==> src/rtl/param_alu_ticker.sv <==
// param_alu_ticker: registered add/sub/accumulate/saturating-add unit with a
// sticky overflow flag, plus a tick divider that produces an enable strobe and
// a square-wave data signal. Everything runs on clk; nothing uses a divided clock.
module param_alu_ticker #(
   parameter int unsigned WIDTH = 8,
   parameter int unsigned DIV   = 4,
   parameter int unsigned CNT_W = 8
) (
   input  logic             clk,
   input  logic             rst_n,
   input  logic             ena,
   input  logic             in_valid,
   input  logic [1:0]       mode,
   input  logic [WIDTH-1:0] a,
   input  logic [WIDTH-1:0] b,
   input  logic             clr,
   output logic [WIDTH-1:0] result,
   output logic             carry,
   output logic             out_valid,
   output logic             ovf_sticky,
   output logic             tick,
   output logic             sq_out
);

   typedef enum logic [1:0] {
      OP_ADD    = 2'b00,
      OP_SUB    = 2'b01,
      OP_ACC    = 2'b10,
      OP_SATADD = 2'b11
   } op_t;

   localparam logic [CNT_W-1:0] CNT_LAST = CNT_W'(DIV - 1);

   op_t              op;
   logic [WIDTH-1:0] acc;
   logic [WIDTH-1:0] acc_base;
   logic [WIDTH:0]   sum_ab;
   logic [WIDTH:0]   diff_ab;
   logic [WIDTH:0]   acc_sum;
   logic [WIDTH-1:0] alu_res;
   logic             alu_c;
   logic             accept;
   logic [CNT_W-1:0] cnt;

   assign accept = ena & in_valid;

   // Combinational datapath: WIDTH+1-bit sums, operation select by mode.
   always_comb begin
      op       = op_t'(mode);
      // clr in the same cycle as ACC restarts the accumulation from zero
      acc_base = clr ? '0 : acc;
      sum_ab   = {1'b0, a} + {1'b0, b};
      diff_ab  = {1'b0, a} - {1'b0, b};
      acc_sum  = {1'b0, acc_base} + {1'b0, a};
      alu_res  = '0;
      alu_c    = 1'b0;
      case (op)
         OP_ADD: begin
            alu_res = sum_ab[WIDTH-1:0];
            alu_c   = sum_ab[WIDTH];
         end
         OP_SUB: begin
            alu_res = diff_ab[WIDTH-1:0];
            alu_c   = diff_ab[WIDTH];
         end
         OP_ACC: begin
            alu_res = acc_sum[WIDTH-1:0];
            alu_c   = acc_sum[WIDTH];
         end
         OP_SATADD: begin
            alu_res = sum_ab[WIDTH] ? '1 : sum_ab[WIDTH-1:0];
            alu_c   = sum_ab[WIDTH];
         end
         default: begin
            alu_res = '0;
            alu_c   = 1'b0;
         end
      endcase
   end

   // Result, carry, valid pulse, accumulator and sticky overflow registers.
   always_ff @(posedge clk or negedge rst_n) begin
      if (!rst_n) begin
         result     <= '0;
         carry      <= 1'b0;
         out_valid  <= 1'b0;
         ovf_sticky <= 1'b0;
         acc        <= '0;
      end else if (ena) begin
         out_valid <= in_valid;
         if (in_valid) begin
            result <= alu_res;
            carry  <= alu_c;
         end
         if (in_valid && op == OP_ACC)
            acc <= acc_sum[WIDTH-1:0];
         else if (clr)
            acc <= '0;
         // a new overflow in the clearing cycle takes priority over clr
         if (accept && alu_c)
            ovf_sticky <= 1'b1;
         else if (clr)
            ovf_sticky <= 1'b0;
      end else begin
         out_valid <= 1'b0;
      end
   end

   // Tick divider: wraps every DIV enabled cycles, strobes tick and toggles sq_out.
   always_ff @(posedge clk or negedge rst_n) begin
      if (!rst_n) begin
         cnt    <= '0;
         tick   <= 1'b0;
         sq_out <= 1'b0;
      end else if (ena) begin
         if (cnt == CNT_LAST) begin
            cnt    <= '0;
            tick   <= 1'b1;
            sq_out <= ~sq_out;
         end else begin
            cnt  <= cnt + CNT_W'(1);
            tick <= 1'b0;
         end
      end else begin
         tick <= 1'b0;
      end
   end

endmodule
==> config.mk <==
export PLATFORM = sky130hd
export DESIGN_NAME = param_alu_ticker
export DESIGN_NICKNAME = d
export VERILOG_FILES = /design/src/rtl/param_alu_ticker.sv
export SDC_FILE = /design/constraint.sdc
export NUM_CORES = 1
export LEC_CHECK = 0
export BUFFER_PORTS_ARGS = -buffer_cell sky130_fd_sc_hd__buf_2
export CAP_MARGIN = 30
export CELL_PAD_IN_SITES_DETAIL_PLACEMENT = 2
export CELL_PAD_IN_SITES_GLOBAL_PLACEMENT = 2
export CORE_UTILIZATION = 38
export DETAILED_ROUTE_END_ITERATION = 16
export PLACE_DENSITY = 0.95
export SLEW_MARGIN = 20
export SYNTH_ARGS = -nofsm -noshare
export SYNTH_HDL_FRONTEND = slang
export SYNTH_SLANG_ARGS = --single-unit
export TNS_END_PERCENT = 50
==> constraint.sdc <==
create_clock -name clk -period 4.8 [get_ports clk]
set_input_delay 0.48 -clock clk [delete_from_list [all_inputs] [get_ports clk]]
set_output_delay 0.48 -clock clk [all_outputs]
set_load 0.02 [all_outputs]
## After elaboration in Yosys (flattened, before gate mapping)

Cells that the tools add are included.

- Bits in registers: 29
- Input bits: 23
- Output and inout bits: 13
- Word-level logic and storage cells: 37

- Add/subtract/negate cells: 4
- Equal/unequal tests: 4
- Muxes and demuxes: 11
- Bitwise logic cells: 2
- Reductions and logical operators: 8

Operators by type and width:

| cell | count |
|---|---|
| $mux 8 | 4 |
| $pmux 8 s4 | 1 |
| $add 8x8->9 | 2 |
| $sub 8x8->9 | 1 |
| $add 8x1->8 const B | 1 |
| $eq 8x2->1 const B | 1 |
| $reduce_and 2->1 | 3 |
| $mux 1 | 5 |
| $eq 2x2->1 const B | 2 |
| $pmux 1 s3 | 1 |
| $eq 2x1->1 const B | 1 |
| $logic_and 1x1->1 | 2 |
| $logic_not 2->1 | 1 |
| $reduce_bool 2->1 | 1 |
| $reduce_or 2->1 | 1 |
| $and 1x1->1 | 1 |
| $not 1->1 | 1 |

## Depth between registers and ports, before layout

Gate-level depths: netlist of run 1.

- Depth after elaboration: 6
- Gate-level depth with buffers: 10
- Mapped depth without buffers: 10

## Worst setup path before layout of run 1

OpenSTA, ideal clock, no wires.

- Kind: input -> register
- Start point: in a[0]
- End point: reg carry
- Library setup time: 0.064 ns
- Arrival time: 2.174 ns
- Data required time: 4.736 ns
- Slack: 2.562 ns
- Cell stages on the path: 9
- Path buffers: 0
- Cells stage by stage: inv_1 > ha_1 > inv_1 > fa_1 > a211oi_1 > o21bai_1 > a2111oi_0 > o221a_1 > a21o_1

- Word-level cells in the longest chain between the ends: 2
- Elaborated cells between the ends (all ways): 4
- Classes of those cells: 3 x add/sub; 1 x mux

Ends and longest elaborated chain:

| item | line | source |
|---|---|---|
| start, declared | 14 | `input logic [WIDTH-1:0] a,` |
| $add 8x8->9, or another cell as far along | 52 | `sum_ab = {1'b0, a} + {1'b0, b};` |
| $pmux 1 s3 (*) | 57 | `case (op)` |
| end signal, assigned | 93 | `carry <= alu_c;` |
| end, declared | 18 | `output logic carry,` |

Every way passes the cells marked *; elsewhere a longest branch is shown, timed or not.
A chain may end at the register's enable or synchronous reset.

## Worst setup path in the final report of run 1

- Start point: reg acc[0]
- End point: reg result[6]

- Word-level cells in the longest chain between the ends: 3

Ends and longest elaborated chain:

| item | line | source |
|---|---|---|
| start, declared | 35 | `logic [WIDTH-1:0] acc;` |
| start signal, assigned | 96 | `acc <= acc_sum[WIDTH-1:0];` |
| $mux 8 | -- |  |
| $add 8x8->9 | 54 | `acc_sum = {1'b0, acc_base} + {1'b0, a};` |
| $pmux 8 s4 | 57 |  |
| end signal, assigned | 92 | `result <= alu_res;` |
| end, declared | 17 | `output logic [WIDTH-1:0] result,` |

Every way passes these cells.

==> results of run 1 <==
cell usage after synthesis, drive strengths merged, types with 4 or more instances:
master,number,share of area
a21o,7,0.021
a32o,4,0.016
o22ai,6,0.018
a211oi,8,0.026
a31oi,4,0.013
buf,5,0.011
nor2b,11,0.029
nand2,18,0.027
nor2,20,0.031
o21bai,5,0.018
o21ai,18,0.036
clkbuf,4,0.0061
ha,29,0.15
nand2b,4,0.010
inv,22,0.033
nand4,5,0.013
xor2,5,0.018
dfrtp,29,0.29
xnor2,17,0.060
a21oi,14,0.028
logic make-up (layout without fill, tap and decap cells):
logic type,count (synthesis),count (layout),synth area share
adder cells (fa/ha/maj),32,32,0.1709
AO/OA/AOI/OAI,92,92,0.2664
buffers and inverters,31,64,0.05056
flip-flops,29,29,0.2932
XOR/XNOR,22,22,0.07785
multiplexers,1,1,0.004550
AND/OR/NAND/NOR,66,66,0.1365
state kept, by name, summed over array words and instances, names as in the netlist:
signal	cells
acc	8
cnt	8
result	8
carry	1
out_valid	1
ovf_sticky	1
sq_out	1
tick	1
layout make-up:
class | count | area share
Sequential cell | 29 | 0.2601
Tap cell | 77 | 0.03453
Inverter | 22 | 0.02960
Clock buffer | 7 | 0.03094
Multi-Input combinational cell | 213 | 0.5821
Timing Repair Buffer | 35 | 0.06278
through the flow:
| stage | instance area, um^2 | total power (uW) | util |
|---|---|---|---|
| finish | 2790 | 911.6 | 0.4419 |
| floorplan | 2475 | 571.3 | - |
| CTS | 2790 | 913.4 | 0.4419 |
| global placement | 2704 | 662.8 | 0.4283 |
| detailed placement | 2704 | 702.7 | 0.4283 |
| global route | 2790 | 964.5 | 0.4419 |
power groups by stage:
stage | Sequential (uW) | Clock (uW) | Combinational, uW
detailed placement | 355 | 0 | 348
floorplan | 366 | 0 | 205
global route | 362 | 221 | 381
global placement | 348 | 0 | 315
finish | 354 | 206 | 352
CTS | 353 | 208 | 353
worst min-delay path by stage:
stage          slack [ns]      start  depth (start not counted)         to
2_1_floorplan        0.18      rst_n                          0     acc[0]
3_3_place_gp         0.45     sq_out                          1     sq_out
3_5_place_dp         0.47  result[0]                          1  result[0]
4_1_cts              0.25      rst_n                          1     cnt[0]
5_1_grt              0.29      rst_n                          1     cnt[7]
6_report             0.23      rst_n                          1     sq_out
routing by layer:
| metal | GRT usage | up-vias | wire, um |
|---|---|---|---|
| met2 | 0.5066 | 70 | 4455 |
| met1 | 0.3255 | 1159 | 3578 |
| met4 | 0.07586 | 0 | 155 |
| li1 | - | 1047 | - |
| met5 | 0 | - | 0 |
| met3 | 0.04505 | 15 | 343 |
==> impl_results.md, run 1 <==
- Tot GR Track Use: 0.2750
- Delay-heaviest family, CP: compound AO/OA/AOI/OAI gates
- Setup CP Type: flip-flop to flip-flop
- Worst skew pair latency: approximately 0.28 ns
- Cells after Synth: 273
- Area Overhead vs Synth: 12.74%
- Slowest-stage cell, CP: fa_1
- Clock share of power: 0.226
- Critical Path Start Type: flip-flop
- Number of synthesized flops with an enable pin: 0
- Final Non-Filler Cells: approximately 380
- Comb pwr share: 0.386
- Final setup fails: 0
- PwrDens: around 330 nW/um^2
- Grt ovf: 0
- Setup bufs post-CTS: 0
- Hold WC Path Type: input port to async pin
- Core footprint: 6314 um^2
- CTS hold repair buffers: 0
- Slew @ Worst Pin: just under 0.7 ns
- Critical path endpoint category: flip-flop
- Final Skew: 0.002604 ns
- Layout cells sized above 1: 0.1699
- Switching power: 360.3 uW
- Via density per instance: 5.982
- Syn Std Cell Area: approximately 2500 um^2
- CP Capture Point: result[6]
- Area of the multi-input gates: approximately 1600 um^2
- ANT cells: 0
- # resized after CTS: 0
- Highest Clock Rate: just under 400 MHz
- Final slew viol count: 0
- Post-synth top flop: dfrtp_1
- Placed cells: roughly 380
- Syn nets: between 300 and 400
- WP buf/inv: 0
- ANT nets after route: 0
- Buffers on Ports: 35
- Delay of the slowest critical-path stage: around 0.45 ns
- Final min period: ~2.6 ns
- Vias in the first global route: 2551
- Number of CTS-inserted buffers: 5
- Dpl ws: 2.043 ns
- Die X: 82.70 um
- FP Rows: 29
- Worst-path clk slew: ~0.060 ns
- Largest net degree at the start of global routing: 30
- Crit path cell chain: nor2b_1 -> ha_1 -> fa_1 -> a21oi_1 -> o21ai_1 -> a21oi_1 -> xor2_1 -> or2_2 -> a31oi_1
- Register Area: roughly 730 um^2
- Sw Ratio: 0.3952
- H-tree levels: 2
- Residual DRC: 0
- CP max FO: 3
- Status: finished clean
- Most used cell along the critical path: a21oi_1
- CP Data Required Time: 5.00 ns
- Die H: between 80 and 90 um
- NumNets Final: between 300 and 400
- Clock Path Buffers: 2
- Distinct cells, synth: between 50 and 60
- Most frequent cells in the layout: 35 x buf_2, 29 x ha_1, 29 x dfrtp_1
- IO Pins: 36
- Fin Hold WS: 0.2328 ns
- DRT iter0 DRCs: between 100 and 150
- Final Worst Setup Slack: ~2.2 ns
- Routability Congestion: between 0.8 and 0.9
- Num Clock Sinks: 29
- Most common cell after layout, fill and taps aside: buf_2
- Starting Density: 0.3920
- Number of synthesized register bits: 29
- First-pass GRT wire length: 13600 um
- Initial antenna violation count: 0
- Max-slew headroom: 0.5495
- First-pass iteration count of the detailed router: 4
- Clock root cell: clkbuf_8
- Worst R2R End: result[6]
- Sequential element share of the synthesized area: 0.2932
- Peak supply drop: roughly 160 uV
- Reg2reg start: acc[0]
- Stages on the worst setup path: 9
- Syn. warnings: 0
- Leak: 0.001312 uW
- # fillers: ~720
- Mean Syn Cell Area: 9.065 um^2
- Final period util: 0.5360
- Internal: 551.3 uW
- WL final: around 8500 um
- CP Launch Point: acc[0]
- Max Cap Viol: 0
- Share of flip-flops with an asynchronous set or reset: 1.000
- Worst Reg2Reg Path Length in Cells: 9
- DPL Wire Length: about 6700 um
- Die area: roughly 6800 um^2
- Final Hold Violating Endpoints: 0
- Via count: 2291
- Worst Path Arrival: ~2.8 ns
- Setup TNS: 0 ns
- RSZ-0062 raised after global routing: no
- R2R setup slack: between 2 and 2.5 ns
- CTS tree: done
- Register share of total power: 0.388
- Avg WL per Cell: roughly 22 um
Note: power is estimated with default switching activity, not from simulation.
==> run 2: changes to the inputs <==
Settings changed: ABC_AREA set to 1, CORE_UTILIZATION 38 to 30, PLACE_DENSITY 0.95 to 0.9.
Clock period 4.8 ns to 2.1 ns, I/O delays scaled along.
==> run 2 against run 1 <==
Effect of this change:
- global-route usage is 4.5 points lower
- wire length grew 26%
- clock skew rose by 0.0012 ns
- core utilization down 7.3 points
- critical path type unchanged
- non-clock buffer count grew 11
- critical endpoint is now result[1]
- via count is 26% higher
- first-iteration DRC count fell by 55%
==> impl_results.md, run 2 <==
- Number of CTS-inserted buffers: 5
- Tot GR Track Use: 0.2300
- Final period util: 0.9445
- Buffers on Ports: 35
- IO Pins: 36
- Final min period: about 2.0 ns
- Critical Path Start Type: flip-flop
- Slew @ Worst Pin: roughly 0.7 ns
- Crit path cell chain: inv_1 -> nor2_1 -> ha_2 -> fa_2 -> a21oi_1 -> o211ai_1 -> o21ai_0 -> nand2_1
- WL final: ~11000 um
- Sequential element share of the synthesized area: 0.2577
- RSZ-0062 raised after global routing: yes
- Final Skew: approximately 0.0038 ns
- Leak: ~0.0018 uW
- Setup CP Type: flip-flop to flip-flop
- Max Cap Viol: 0
- Mean Syn Cell Area: 6.886 um^2
- Share of flip-flops with an asynchronous set or reset: 1.000
- First-pass GRT wire length: between 15000 and 20000 um
- Delay of the slowest critical-path stage: a little under 0.5 ns
- Die X: between 90 and 100 um
- Clock Path Buffers: 2
- CTS tree: done
- Top post-synthesis cells by area: dfrtp_1 26%, nand2_1 14%, ha_1 13%
- Via count: 2880
- Final slew viol count: 0
- Cells after Synth: roughly 410
- Critical path endpoint category: flip-flop
- Area Overhead vs Synth: 16.35%
- Worst skew pair latency: 0.29 ns
- CP Data Required Time: between 2 and 2.5 ns
- FP Rows: 34
- PwrDens: between 700 and 800 nW/um^2
- ANT nets after route: 0
- Number of synthesized flops with an enable pin: 0
- Routability Congestion: approximately 0.96
- Clock root cell: clkbuf_8
- Setup bufs post-CTS: 0
- Die H: just under 100 um
- Count leader, synth: nand2_1
- Distinct cells, synth: 36
- DPL Wire Length: ~8300 um
- Syn. warnings: 0
- Num Clock Sinks: 29
- M3 GR Usage: 0.03688
- Hold WC Path Type: input port to flip-flop
- Most used routing layer: met2
- Tot Pwr: roughly 2300 uW
- Worst Path Arrival: around 2.2 ns
- Most frequent cells in the layout: 104 x nand2_1, 64 x inv_1, 35 x nand3_1, 35 x buf_2, 31 x nor2_1
- Delay-heaviest family, CP: adder cells
- DRT iter0 DRCs: 55
- Worst-path clk slew: 0.07 ns
- Die area: slightly below 10000 um^2
- Final Util: 0.3686
- Synth area leader: dfrtp_1
- Final setup fails: 0
- Highest Clock Rate: 504.2 MHz
- WP buf/inv: 1
- Synth top area share: 0.2577
- NumNets Final: 506
- Via density per instance: 5.143
- Max-slew headroom: 0.5357
- Layout cells sized above 1: 0.1881
- ANT cells: 0
- First-pass iteration count of the detailed router: 4
- CP max FO: 3
- Vias in the first global route: 3300
- Avg WL per Cell: about 19 um
- Most common cell after layout, fill and taps aside: nand2_1
- Largest net degree at the start of global routing: 30
- Status: finished clean
- # fillers: roughly 1100
- Peak supply drop: 461.4 uV
- Initial antenna violation count: 0
- Largest registers: acc: 8 flops, cnt: 8 flops, result: 8 flops
- Most instantiated cells after synthesis: 104 x nand2_1, 64 x inv_1, 36 x nand3_1, 35 x nor2_1
- Grt ovf: 0
- Starting Density: 0.3168
- GR Util met2: 0.4368
- Slowest-stage cell, CP: fa_2
- Final Hold Violating Endpoints: 0
- Number of synthesized register bits: 29
- H-tree levels: 2
- Syn nets: 464
- Residual DRC: 0
- Post-synth top flop: dfrtp_1
- GR Layer Usage met1: 0.2686
- Syn Std Cell Area: 2816 um^2
- Core footprint: around 8900 um^2
run 2: cell count changes after synthesis, moves of 7 or more:
cell and delta:
a21oi_1 +10, a21o_1 -7, xnor2_1 -16, nor2_1 +16
a211oi_1 -7, nand2_1 +86, nor2b_1 -10, o21ai_1 -7
inv_1 +42, nand3_1 +36
run 2: path summary, 6_finish.rpt:
kind / startpoint / end / slack (ns) / cells after the start
max in group asynchronous: rst_n / acc[5] / 1.14 / 2
worst max register to register: acc[0] / result[1] / 0.12 / 8
worst min-delay path: ena / acc[1] / 0.26 / 2
worst min register to register: result[1] / result[1] / 0.48 / 2
worst max-delay path: acc[0] / result[1] / 0.12 / 8
min in group asynchronous: rst_n / result[7] / 0.50 / 2
run 2: what timing repair did:
| item | 4_1_cts | 5_1_grt |
|---|---|---|
| endpoints found under the setup margin | 0 | 9 |
| endpoints found under the hold margin | 29 | 0 |
| hold buffers | 1 | 0 |
| resized for setup | 0 | 9 |
run 2: final cells by class:
type	instances	area, um^2	share of cell area
clock buffer	7	86.33	0.02635
tap	108	135.1	0.04124
sequential	29	725.7	0.2215
inverter	70	265.3	0.08095
clock inverter	1	30.03	0.009164
multi-input combinational	299	1774	0.5414
timing repair buffer	46	260.3	0.07942
run 2: layer usage:
| metal | up-vias | part of all wire | routed length, um |
|---|---|---|---|
| met1 | 1417 | 0.42 | 4523 |
| met3 | 21 | 0.029 | 312 |
| li1 | 1389 | - | - |
| met5 | - | 0 | 0 |
| met2 | 53 | 0.53 | 5680 |
| met4 | 0 | 0.019 | 208 |
run 2: through the flow:
step           setup TNS (ns)  worst slack (ns)  cell area, um^2  cells  hold slack, ns
2_1_floorplan               0            0.2218             2816    409        -0.08559
3_3_place_gp                0            0.1509             3126    551          0.2942
3_5_place_dp                0           0.02867             3126    551          0.2928
4_1_cts                     0          0.005717             3252    560          0.2610
5_1_grt              -0.01905          -0.01905             3277    560          0.2774
6_report                    0            0.1165             3277    560          0.2625
run 2: cells by family after synthesis:
group / Yosys count / share of synthesized area
compound gates: 54 / 0.1173
xor+xnor: 8 / 0.02488
simple gates: 205 / 0.3287
fa+ha+maj: 32 / 0.1502
flops: 29 / 0.2577
buf+inv: 81 / 0.1213
run 2: power by group:
part	switching, uW	internal, uW
Combinational	610	313
Sequential	102	683
Clock	243	387
==> run 3: changes to the inputs <==
Settings changed: CELL_PAD_IN_SITES_DETAIL_PLACEMENT 2 to 0, CELL_PAD_IN_SITES_GLOBAL_PLACEMENT 2 to 1, CORE_UTILIZATION 30 to 38, PLACE_DENSITY 0.9 to 0.89, REMOVE_ABC_BUFFERS set to 1.
==> run 3 against run 2 <==
Effect of this change:
- die area is 21% lower
- maximum frequency is 1.2% higher
- setup slack better by 0.023 ns
- critical path type unchanged
- core utilization is 7.3 points higher
- clock-buffer cell count is 2 lower
- wire length is 35% lower
==> impl_results.md, run 3 (synthesis gave the netlist of run 2 again) <==
- ANT nets after route: 0
- Clock root cell: clkbuf_8
- Placed cells: 538
- Buffers on Ports: 35
- Most common cell after layout, fill and taps aside: nand2_1
- NumNets Final: 502
- Crit path cell chain: inv_1 -> nor2_1 -> ha_1 -> fa_1 -> nand3_1 -> nand3_1 -> xor2_1 -> o21ai_0 -> o22ai_1
- Starting Density: 0.3904
- Hold WC Path Type: input port to flip-flop
- Die X: roughly 90 um
- Largest net degree at the start of global routing: 30
- Delay-heaviest family, CP: adder cells
- Dpl ws: approximately 0.12 ns
- Final setup fails: 0
- Final Skew: ~0.0086 ns
- Fin Hold WS: 0.2894 ns
- Critical path endpoint category: flip-flop
- Via density per instance: 4.837
- First-pass iteration count of the detailed router: 4
- Worst Hold Depth: 4
- Final min period: 1.960 ns
- Most frequent cells in the layout: 104 x nand2_1, 64 x inv_1, 36 x nand3_1
- Status: finished clean
- Final period util: 0.9335
- H-tree levels: 2
- RSZ-0062 raised after global routing: no
- PwrDens: between 600 and 700 nW/um^2
- Worst skew pair latency: about 0.29 ns
- Core footprint: between 7000 and 8000 um^2
- Final slew viol count: 0
- Number of CTS-inserted buffers: 5
- WL final: around 7000 um
- Residual DRC: 0
- WP buf/inv: 1
- Vias in the first global route: 2445
- Die H: a little under 90 um
- Highest Clock Rate: 510.1 MHz
- Max Cap Viol: 0
- CP Launch Point: acc[0]
- Worst-path clk slew: around 0.070 ns
- # fillers: roughly 760
- Setup CP Type: flip-flop to flip-flop
- Final Non-Filler Cells: 547
- Worst Reg2Reg Path Length in Cells: 9
- Most used cell along the critical path: nand3_1
- Setup bufs post-CTS: 0
- Via count: between 2000 and 3000
- Initial antenna violation count: 0
- Worst Path Arrival: approximately 2.1 ns
- Peak supply drop: ~360 uV
- CP max FO: 3
- Clock Path Buffers: 2
- Delay of the slowest critical-path stage: roughly 0.43 ns
- Tot GR Track Use: 0.1951
- Layout cells sized above 1: 0.1652
- DRT iter0 DRCs: 83
- Final Worst Setup Slack: between 0.1 and 0.15 ns
- CTS tree: done
- First-pass GRT wire length: roughly 12000 um
- Final Hold Violating Endpoints: 0
- Worst R2R End: acc[4]
- Reg2reg start: acc[0]
- Largest registers: acc: 8 flops, cnt: 8 flops, result: 8 flops
- IO Pins: 36
- CP Data Required Time: ~2.3 ns
- DPL Wire Length: 5684 um
- Worst min-delay path endpoint: ovf_sticky
- Slowest-stage cell, CP: fa_1
- Max-slew headroom: 0.5485
- R2R setup slack: 0.14 ns
- Area Overhead vs Synth: 13.02%
- Num Clock Sinks: 29
- Die area: about 7800 um^2
- ANT cells: 0
- Hold_sp: clr
- Leak: 0.001783 uW
- Routability Congestion: roughly 0.90
- Grt ovf: 0
- Slew @ Worst Pin: around 0.68 ns
- Critical Path Start Type: flip-flop
- FP Rows: 31
- Setup TNS: 0 ns
- Avg WL per Cell: approximately 13 um
run 3: cell count changes in the layout (fill, tap and decap cells not counted), moves of 2 or more:
| cell | change |
|---|---|
| nor2_1 | +4 |
| ha_1 | +2 |
| buf_4 | -4 |
| clkinv_2 | +2 |
| ha_2 | -2 |
| nor2_2 | -4 |
run 3: final cells by class:
class	instances	area [um^2]	area share
Clock inverter	3	17.52	0.005503
Timing Repair Buffer	42	230.2	0.07233
Sequential cell	29	725.7	0.2280
Tap cell	99	123.9	0.03892
Multi-Input combinational cell	299	1752	0.5503
Inverter	70	265.3	0.08333
Clock buffer	5	68.82	0.02162
run 3: power breakdown:
group          internal (uW)  total (uW)  switching [uW]
Combinational            298         816             517
Clock                    228         460             232
Sequential               683         771            88.2
run 3: how the worst max path moves through the flow:
stage                            to  slack, ns  depth (start not counted)
after CTS                 result[7]       0.15                         14
after global placement    result[7]       0.15                         14
after detailed placement  result[7]       0.12                         14
final                        acc[4]       0.14                          9
after global routing          carry      0.009                         12
after floorplan           result[4]       0.33                         11
run 3: routing by layer:
| layer | vias to the layer above | share of wire | track usage |
|---|---|---|---|
| met5 | - | 0 | 0 |
| met4 | 0 | 0.014 | 0.04252 |
| met1 | 1199 | 0.45 | 0.2542 |
| li1 | 1379 | - | - |
| met2 | 59 | 0.49 | 0.3369 |
| met3 | 9 | 0.039 | 0.03487 |
run 3: timing repair:
| action | 4_1_cts | 5_1_grt |
|---|---|---|
| hold buffers | 1 | 0 |
| endpoints found under the setup margin | 0 | 1 |
| gates resized for setup | 0 | 1 |
| endpoints found under the hold margin | 29 | 0 |
run 3: through the flow:
stage	utilization	total power [uW]	cell area, um^2
after floorplan	-	1349	2740
after global placement	0.4275	1575	3084
after detailed placement	0.4275	1594	3084
after CTS	0.4409	2066	3181
after global routing	0.4412	2214	3183
final	0.4412	2047	3183
run 3: worst register-to-register path: stages, from the launching register on:
cell and delay [ns]:
dfrtp_1 0.36, inv_1 0.07, nor2_1 0.05, ha_1 0.23, fa_1 0.43, nand3_1 0.10, nand3_1 0.11, xor2_1 0.18
o21ai_0 0.21, o22ai_1 0.10
